## src/rtl/demultiplexor6_seq.sv

```systemverilog
// Sequential 1-to-N bit demultiplexor with a registered output bank.
// Auto mode fills the bank as a frame that is held until acknowledged.
module demultiplexor6_seq #(
  parameter int SEL_W = 6
) (
  input  logic                  clk,
  input  logic                  rst,
  input  logic                  in_valid,
  output logic                  in_ready,
  input  logic                  in_bit,
  input  logic [SEL_W-1:0]      sel,
  input  logic                  auto_mode,
  input  logic                  clear,
  input  logic                  frame_ack,
  output logic [(2**SEL_W)-1:0] out,
  output logic                  frame_valid,
  output logic [SEL_W-1:0]      ptr
);

  localparam int N = 2 ** SEL_W;

  localparam logic FILL = 1'b0;
  localparam logic HOLD = 1'b1;

  logic state;
  logic accept;

  // Handshake outputs come straight from the state register.
  assign in_ready    = (state == FILL);
  assign frame_valid = (state == HOLD);
  assign accept      = in_valid & in_ready;

  always_ff @(posedge clk) begin
    if (rst) begin
      out   <= '0;
      ptr   <= '0;
      state <= FILL;
    end else if (clear) begin
      out   <= '0;
      ptr   <= '0;
      state <= FILL;
    end else begin
      unique case (1'b1)
        accept && auto_mode: begin
          out[ptr] <= in_bit;
          ptr      <= ptr + SEL_W'(1);
          if (ptr == SEL_W'(N - 1)) begin
            state <= HOLD;
          end
        end
        accept && !auto_mode: begin
          out[sel] <= in_bit;
        end
        (state == HOLD) && frame_ack: begin
          state <= FILL;
        end
        default: begin
        end
      endcase
    end
  end

endmodule
```

## config.mk

```make
export PLATFORM = sky130hd
export DESIGN_NAME = demultiplexor6_seq
export DESIGN_NICKNAME = d
export VERILOG_FILES = /design/src/rtl/demultiplexor6_seq.sv
export SDC_FILE = /design/constraint.sdc
export NUM_CORES = 1
export LEC_CHECK = 0
export BUFFER_PORTS_ARGS = -buffer_cell sky130_fd_sc_hd__buf_4
export CORE_MARGIN = 1.5
export CORE_UTILIZATION = 45
export DETAILED_ROUTE_END_ITERATION = 8
export HOLD_SLACK_MARGIN = 0.02
export PLACE_DENSITY = 0.69
export SLEW_MARGIN = 10
export SYNTH_ARGS = -nofsm -noshare
export SYNTH_HDL_FRONTEND = slang
export SYNTH_SLANG_ARGS = --single-unit
```

## constraint.sdc

```tcl
create_clock -name clk -period 2.45 [get_ports clk]
set_clock_uncertainty 0.1 [all_clocks]
set_input_delay 0.3675 -clock clk [delete_from_list [all_inputs] [get_ports clk]]
set_output_delay 0.3675 -clock clk [all_outputs]
set_load 0.02 [all_outputs]
```

==> results of run 1 <==
-- cells in the mapped netlist (2+ instances only) --
cell / count
sky130_fd_sc_hd__a21oi_1: 2
sky130_fd_sc_hd__a22oi_1: 63
sky130_fd_sc_hd__and3_1: 2
sky130_fd_sc_hd__and3b_1: 5
sky130_fd_sc_hd__buf_1: 2
sky130_fd_sc_hd__buf_2: 8
sky130_fd_sc_hd__clkbuf_1: 19
sky130_fd_sc_hd__dfxtp_1: 71
sky130_fd_sc_hd__mux2i_1: 63
sky130_fd_sc_hd__nand2_1: 70
sky130_fd_sc_hd__nand2b_1: 3
sky130_fd_sc_hd__nand3_1: 3
sky130_fd_sc_hd__nand4_1: 3
sky130_fd_sc_hd__nand4b_1: 2
sky130_fd_sc_hd__nor2_1: 12
sky130_fd_sc_hd__nor2_2: 2
sky130_fd_sc_hd__nor3_1: 3
sky130_fd_sc_hd__nor3_2: 5
sky130_fd_sc_hd__nor3b_1: 3
sky130_fd_sc_hd__nor3b_2: 3
sky130_fd_sc_hd__nor4_2: 2
sky130_fd_sc_hd__nor4_4: 2
sky130_fd_sc_hd__nor4b_4: 2
sky130_fd_sc_hd__xnor2_1: 3
sky130_fd_sc_hd__xor2_1: 2
-- state kept, by name, indices dropped and copies added (netlist names) --
name	flops
out	64
frame_valid	1
ptr	6
-- worst max-delay path: stages (launching register included) --
cell                       delay (ns)
sky130_fd_sc_hd__dfxtp_1         0.43
sky130_fd_sc_hd__nand2b_1        0.30
sky130_fd_sc_hd__nor2_1          0.71
sky130_fd_sc_hd__a22oi_1         0.26
sky130_fd_sc_hd__mux2i_1         0.17
-- power by group through the flow --
stage	clock (mW)	sequential (mW)	combinational [mW]
after global placement	0	1.18	0.130
after detailed placement	0	1.19	0.131
after global routing	1.21	1.16	0.144
final	1.15	1.16	0.133
after CTS	1.16	1.16	0.132
after floorplan	0	1.19	0.0779
-- metal layers --
metal	global-route usage [%]	routed length, um	vias up
met5	0	0	-
met4	9.635	267	0
met3	5.528	745	24
met2	36.82	4391	137
met1	32.38	4362	1499
li1	-	-	1491
-- cell type report --
cell class | count | area [sq um] | share of cell area [%]
multi-input combinational | 265 | 1944 | 43.18
sequential | 71 | 1421 | 31.56
timing repair buffer | 100 | 763.2 | 16.95
clock buffer | 11 | 141.4 | 3.140
tap | 99 | 123.9 | 2.751
clock inverter | 5 | 105.1 | 2.334
inverter | 1 | 3.754 | 0.08336
-- cell families (layout without fill, tap and decap cells) --
logic type / Yosys count / after routing / share of synthesized area (%)
simple gates: 128 / 128 / 21.28
compound gates: 68 / 68 / 14.51
mux: 63 / 63 / 18.05
xor+xnor: 5 / 5 / 1.254
fa+ha+maj: 1 / 1 / 0.3581
buf+inv: 32 / 117 / 3.868
flops: 71 / 71 / 40.69
-- worst paths after layout --
kind | from | slack (ns) | cells past startpoint | end
worst max-delay path | frame_valid$_SDFFE_PP0P_ | 0.34 | 4 | out[53]$_SDFFE_PP0P_
worst min-delay path | frame_ack | 0.18 | 3 | frame_valid$_SDFFE_PP0P_
worst max register to register | frame_valid$_SDFFE_PP0P_ | 0.34 | 4 | out[53]$_SDFFE_PP0P_
worst min register to register | out[19]$_SDFFE_PP0P_ | 0.36 | 2 | out[19]$_SDFFE_PP0P_
-- metrics by stage --
stage | hold slack, ns | power, mW | util [%] | setup WS, ns | area [sq um]
after floorplan | 0.4369 | 1.265 | - | 0.7244 | 3493
after global placement | 0.3461 | 1.315 | 57.76 | 0.4238 | 4257
after detailed placement | 0.3536 | 1.316 | 57.76 | 0.3666 | 4257
after CTS | 0.1783 | 2.454 | 61.10 | 0.3702 | 4503
after global routing | 0.1937 | 2.512 | 61.10 | 0.2298 | 4503
final | 0.1821 | 2.438 | 61.10 | 0.3421 | 4503
==> summary by stage, run 1 <==
Cells and area
The fraction of layout instances using a drive strength above 1 is 29.80%. The layout-stage area growth over the synthesis result is 28.90%. The final layout net count is 462. The number of diodes added for antenna fixing is 0. The library cell used most frequently in the layout, excluding fill and tap cells, is sky130_fd_sc_hd__buf_4.

The library cells used most frequently in the layout, excluding fill and tap cells, are sky130_fd_sc_hd__buf_4, sky130_fd_sc_hd__dfxtp_1, sky130_fd_sc_hd__nand2_1. The count of filler cells inserted in the layout is 678. The number of cells in the finished layout apart from fillers is 552.

Synthesis
Synthesis inferred 71 register bits. The count of flip-flops with a built-in enable after synthesis is 0. The share of synthesized registers carrying an async set or reset is 0%. The dominant synthesized flop cell is sky130_fd_sc_hd__dfxtp_1. In the synthesized netlist, the number of instances is 368. In this run the mean area of a mapped cell was 9.493 sq um. The sequential area share after synthesis is 40.69%. Yosys mapped the design onto 38 distinct sky130hd cell types. In this run the biggest area consumer among cell types represents 40.69% of the synthesized area. The number of warnings reported in the yosys synthesis log is 0.

Yosys attributes the largest share of cell area to sky130_fd_sc_hd__dfxtp_1, sky130_fd_sc_hd__mux2i_1, sky130_fd_sc_hd__a22oi_1, sky130_fd_sc_hd__nand2_1, sky130_fd_sc_hd__clkbuf_1. When the netlist entered floorplanning its net count stood at 382. The netlist area before placement is 3493 sq um.

The biggest area consumer among synthesized cells is sky130_fd_sc_hd__dfxtp_1.

Setup path
STA classifies the critical path endpoint as a register. Data on the critical path is required at its endpoint by 2.55 ns. The setup path with the least slack is of type register to register. Of all nets on the critical path, the largest fanout is 9. The kind of start point of the critical path is a register. For the worst setup path, the data arrival time is 2.21 ns.

Global route
The number of global-route vias before repair came to 3006. The maximum number of pins on one net before global-route repair is 66. The initial antenna violation count came to 0.

The overflow left after global routing is 0. The first global-routing pass estimated 15640 um of wire. The total routing usage reported by global routing is 23.99%.

Timing
The transition time at the pin with the least slew margin is 0.8799 ns. The worst path uses 86.04% of the clock period. For this run, the top clock speed supported by timing is 474.4 MHz.

The final hold violation count came to 0. Setup repair after global routing left no endpoint under its margin. The smallest clock period supported by the final layout is computed as 2.108 ns.

The worst pin sits at a relative slew slack of 41.12%. The accumulated negative setup slack is 0 ns. Setup violations remaining at the end of the flow were counted as 0.

The count of pins over their slew limit is 0.

Clocking
The tree is rooted in a sky130_fd_sc_hd__clkbuf_8. The clock slew at the register clock pins of the worst setup and hold paths is 0.08 ns. In this run the post-CTS setup repair buffer count came out at 0.

TritonCTS built the clock tree. The longest clock path from root to sink contains 2 buffers. Post-CTS repair changed the size of 0 cells. The later pin in the worst-skew pair is clocked with a latency of 0.34 ns.

The depth of the CTS H-tree is 3. The TritonCTS sink count is 71. The number of clock buffers added by TritonCTS is 9. After clock tree synthesis, the flow added hold-fix buffers numbering 0.

Floorplan
For this design the top-level I/O count stands at 85. The horizontal extent of the die is 91.11 um. The core region is 7370 sq um.

The cell row count is 31. The area of the die is 8300 sq um. Once the floorplan was initialized, standard cells occupied 47.40% of the core. The floorplan step set the die height to 91.11 um.

Outcome
The run finished with clean final reports.

Power and ir drop
Of the total power, registers draw 47.5%. Net switching is 21.91% of the power. The net switching power is 534.2 uW. Power spread over the standard cell area amounts to 541.4 nW/um^2. The maximum VDD drop is 0.0003511 V. The static power due to leakage is 2.089 nW. The internal power component is 1.904 mW. The share of total power in the clock network is 47.0%. The part of the power in combinational logic is 5.5%.

Placement
The global placer's final weighted congestion is 0.7956. The HPWL after detailed placement is 6387 um. The quantity of I/O buffers inserted on ports is 84. The total placed cells including tap cells is 536.

Route
The mean routed wirelength per cell is 17.69 um. The first-pass iteration count of the detailed router is 4. In the routed design, unresolved DRC markers number 0. The routed design has 9767 um of wire. The residual antenna-violating net count after detailed routing is 0. The detailed router finished its first iteration with 221 violations. The mean number of vias per cell is 5.708. For this block, the via count after detailed routing is 3151.

Hold path
The class of the worst hold path is input pin to register.

Run
The tool flagged a number of max-cap violations equal to 0.
No activity file was read; power rests on OpenSTA's default activity.
==> inputs of run 2 (changes only) <==
- GPL_TIMING_DRIVEN: unset -> 0
==> run 2 against run 1 <==
Cell count is 2.0% higher; design area down 1.4%; global-route usage grew 0.15 points; power fell by 3.9%; via count up 1.6%; non-clock buffer count grew 11; register-to-register slack worse by 0.14 ns; sequential share of layout area up 0.44 points; largest cell class unchanged.
==> summary by stage, run 2 (synthesis results as in run 1) <==
Outcome
The flow ran to the end, and the final reports show no timing, DRC or antenna violations.

Cells and area
In the layout the commonest cells are sky130_fd_sc_hd__buf_4, sky130_fd_sc_hd__dfxtp_1, sky130_fd_sc_hd__nand2_1. The final design area excluding fillers is 4441 sq um (-1.4%). The number of cells in the finished layout apart from fillers is 563 (+2.0%). The count of filler cells inserted in the layout is 692 (+2.1%).

The most common cell after layout, fill and taps aside is sky130_fd_sc_hd__buf_4. From synthesis to final layout, the design area changed by 27.11%. The number of diodes added for antenna fixing is 0 (unchanged).

The fraction of layout instances using a drive strength above 1 was 26.72% (-3.1 points). The register name with the most flops is out. The final layout net count came to 473 (+2.4%). The multi-input gate area in the final layout is 1937 sq um (-0.39%). The number of flip-flops in the largest register is 64 (unchanged). The sequential cell area is 1421 sq um (unchanged).

Timing
The number of setup violations in the final report is 0 (unchanged). The accumulated negative setup slack came to 0 ns (unchanged). The relative slew slack came to 20.65% (-20 points). The transition time at the pin with the least slew margin was 1.180 ns (+0.3005 ns). The final hold violation count is 0 (unchanged). The minimum hold slack is 0.1854 ns (+0.003261 ns). The minimum period implied by the final worst setup slack is 2.253 ns (+0.1447 ns).

The fmax is 443.9 MHz (-6.4%). The final clock period utilization by the worst path is 91.94% (+5.9 points). Setup repair after global routing left no endpoint under its margin.

The count of pins over their slew limit is 0 (unchanged).

Setup path
The worst setup path is launched from a register. The arrival time reported for the critical path endpoint is 2.37 ns (+0.16 ns). The register-to-register setup slack is 0.20 ns (-0.14 ns). The type of the worst setup path is register to register. The maximum fanout count along the critical path was 8 (-1). The endpoint class of the critical path is a register.

The critical path data required time was 2.57 ns (+0.02 ns). The depth of the most critical reg-to-reg path is 5 (+1). The first element of the critical path is ptr[2]$_SDFFE_PP0P_. The capture point of the worst reg-to-reg path is out[60]$_SDFFE_PP0P_. The worst register-to-register path begins at ptr[2]$_SDFFE_PP0P_. The capture point of the worst path is out[60]$_SDFFE_PP0P_.

Power and ir drop
The static power due to leakage is 2.049 nW (-1.9%). The final total power was 2.344 mW (-3.9%). The maximum VDD drop was 0.0003271 V (-6.8%). The ratio of total power to cell area is 527.8 nW/um^2 (-2.5%).

Floorplan
The placeable core area is 7370 sq um (unchanged). The total I/O pin count is 85 (unchanged). The vertical extent of the die is 91.11 um (unchanged). The cell row count is 31 (unchanged). The area of the die is 8300 sq um (unchanged). The starting density of the core is 47.40% (unchanged). The horizontal extent of the die is 91.11 um (unchanged).

Clocking
The number of buffers added to fix hold violations after cts is 0 (unchanged). The buffer levels on the longest clock path came to 2 (unchanged). The TritonCTS sink count came to 71 (unchanged). The clock slew at the register clock pins of the worst setup and hold paths is 0.07 ns (about the same). The number of buffers inserted by post-CTS setup repair is 0 (unchanged).

In this run the clock root is driven by a sky130_fd_sc_hd__clkbuf_8. The number of buffers created by CTS is 9 (unchanged). TritonCTS built the clock tree. The number of cells upsized or downsized after cts came to 0 (unchanged).

The depth of the CTS H-tree is 3 (unchanged). The worst-skew pair later-pin latency is 0.35 ns (about the same).

Global route
The overflow left after global routing is 0 (unchanged). The global-route wire length before repair is 15790 um (+0.97%). The number of global-route vias before repair is 2969 (-1.2%). The initial antenna violation count is 0 (unchanged). The maximum number of pins on one net before global-route repair was 13 (-80%). The total routing usage reported by global routing is 24.15% (+0.15 points).

Route
The residual antenna-violating net count after detailed routing came to 0 (unchanged). The first-pass iteration count of the detailed router was 6 (+2). The total via count in the routed design is 3201 (+1.6%). The number of design rule violations left after detail routing is 0 (unchanged). The mean routed wirelength per cell is 17.75 um (+0.35%). The total length of routed wires is 9996 um (+2.3%). The initial detailed-routing violation count is 288 (+30%).

The mean number of vias per cell is 5.686 (-0.40%).

Run
The number of max-cap violations came to 0 (unchanged).

Placement
The global placer's final weighted congestion is 0.8140 (+2.3%). The placed wire-length estimate was 6639 um (+3.9%). The placed cell area is 4218 sq um (-0.91%).

The total placed cells including tap cells came to 547 (+2.1%). The quantity of I/O buffers inserted on ports is 80 (-4.8%).

Hold path
The class of the worst hold path is input pin to register.
run 2: cell count changes in the layout (fill, tap and decap cells not counted), moves of 2 or more:
cell and change:
sky130_fd_sc_hd__clkbuf_1 +19, sky130_fd_sc_hd__buf_4 -18, sky130_fd_sc_hd__buf_2 +8, sky130_fd_sc_hd__buf_1 +2
run 2: how the worst min path moves through the flow:
stage                               startpoint                        to  cells after the start
after detailed placement   out[9]$_SDFFE_PP0P_       out[9]$_SDFFE_PP0P_                      2
after floorplan           out[40]$_SDFFE_PP0P_      out[40]$_SDFFE_PP0P_                      2
after global placement    out[52]$_SDFFE_PP0P_      out[52]$_SDFFE_PP0P_                      2
after global routing                 frame_ack  frame_valid$_SDFFE_PP0P_                      3
after CTS                            frame_ack  frame_valid$_SDFFE_PP0P_                      3
final                                frame_ack  frame_valid$_SDFFE_PP0P_                      3
run 2: worst max-delay path, cell delays in order (launching register included):
cell and delay [ns]:
sky130_fd_sc_hd__dfxtp_1 0.34, sky130_fd_sc_hd__buf_4 0.19, sky130_fd_sc_hd__nand3_1 0.14, sky130_fd_sc_hd__nor4_2 0.90, sky130_fd_sc_hd__a22oi_1 0.28, sky130_fd_sc_hd__mux2i_1 0.18
run 2: layout make-up:
cell class	instances	share of cell area, %
multi-input combinational	265	43.62
tap	99	2.790
timing repair buffer	80	13.52
inverter	1	0.08453
sequential	71	32.01
clock inverter	5	1.832
clock buffer	11	3.184
buffer	31	2.959
run 2: power breakdown:
part | switching (mW) | internal, mW | leakage (nW) | total (mW)
Sequential | 0.00268 | 1.15 | 0.572 | 1.16
Combinational | 0.0906 | 0.0386 | 1.37 | 0.129
Clock | 0.455 | 0.602 | 0.110 | 1.06
Total | 0.549 | 1.79 | 2.05 | 2.34
run 2: metal layers:
metal	global-route usage (%)	wire length, um	share of wire, %
met5	0	0	0
met4	8.594	243	2.4
met3	5.611	724	7.2
met2	37.25	4497	45
met1	32.83	4530	45
run 2: metrics by stage:
step	util [%]	worst slack (ns)
3_3_place_gp	57.23	0.2799
5_1_grt	60.25	0.2075
3_5_place_dp	57.23	0.2109
4_1_cts	60.25	0.3083
6_report	60.25	0.1974
2_1_floorplan	-	0.7244
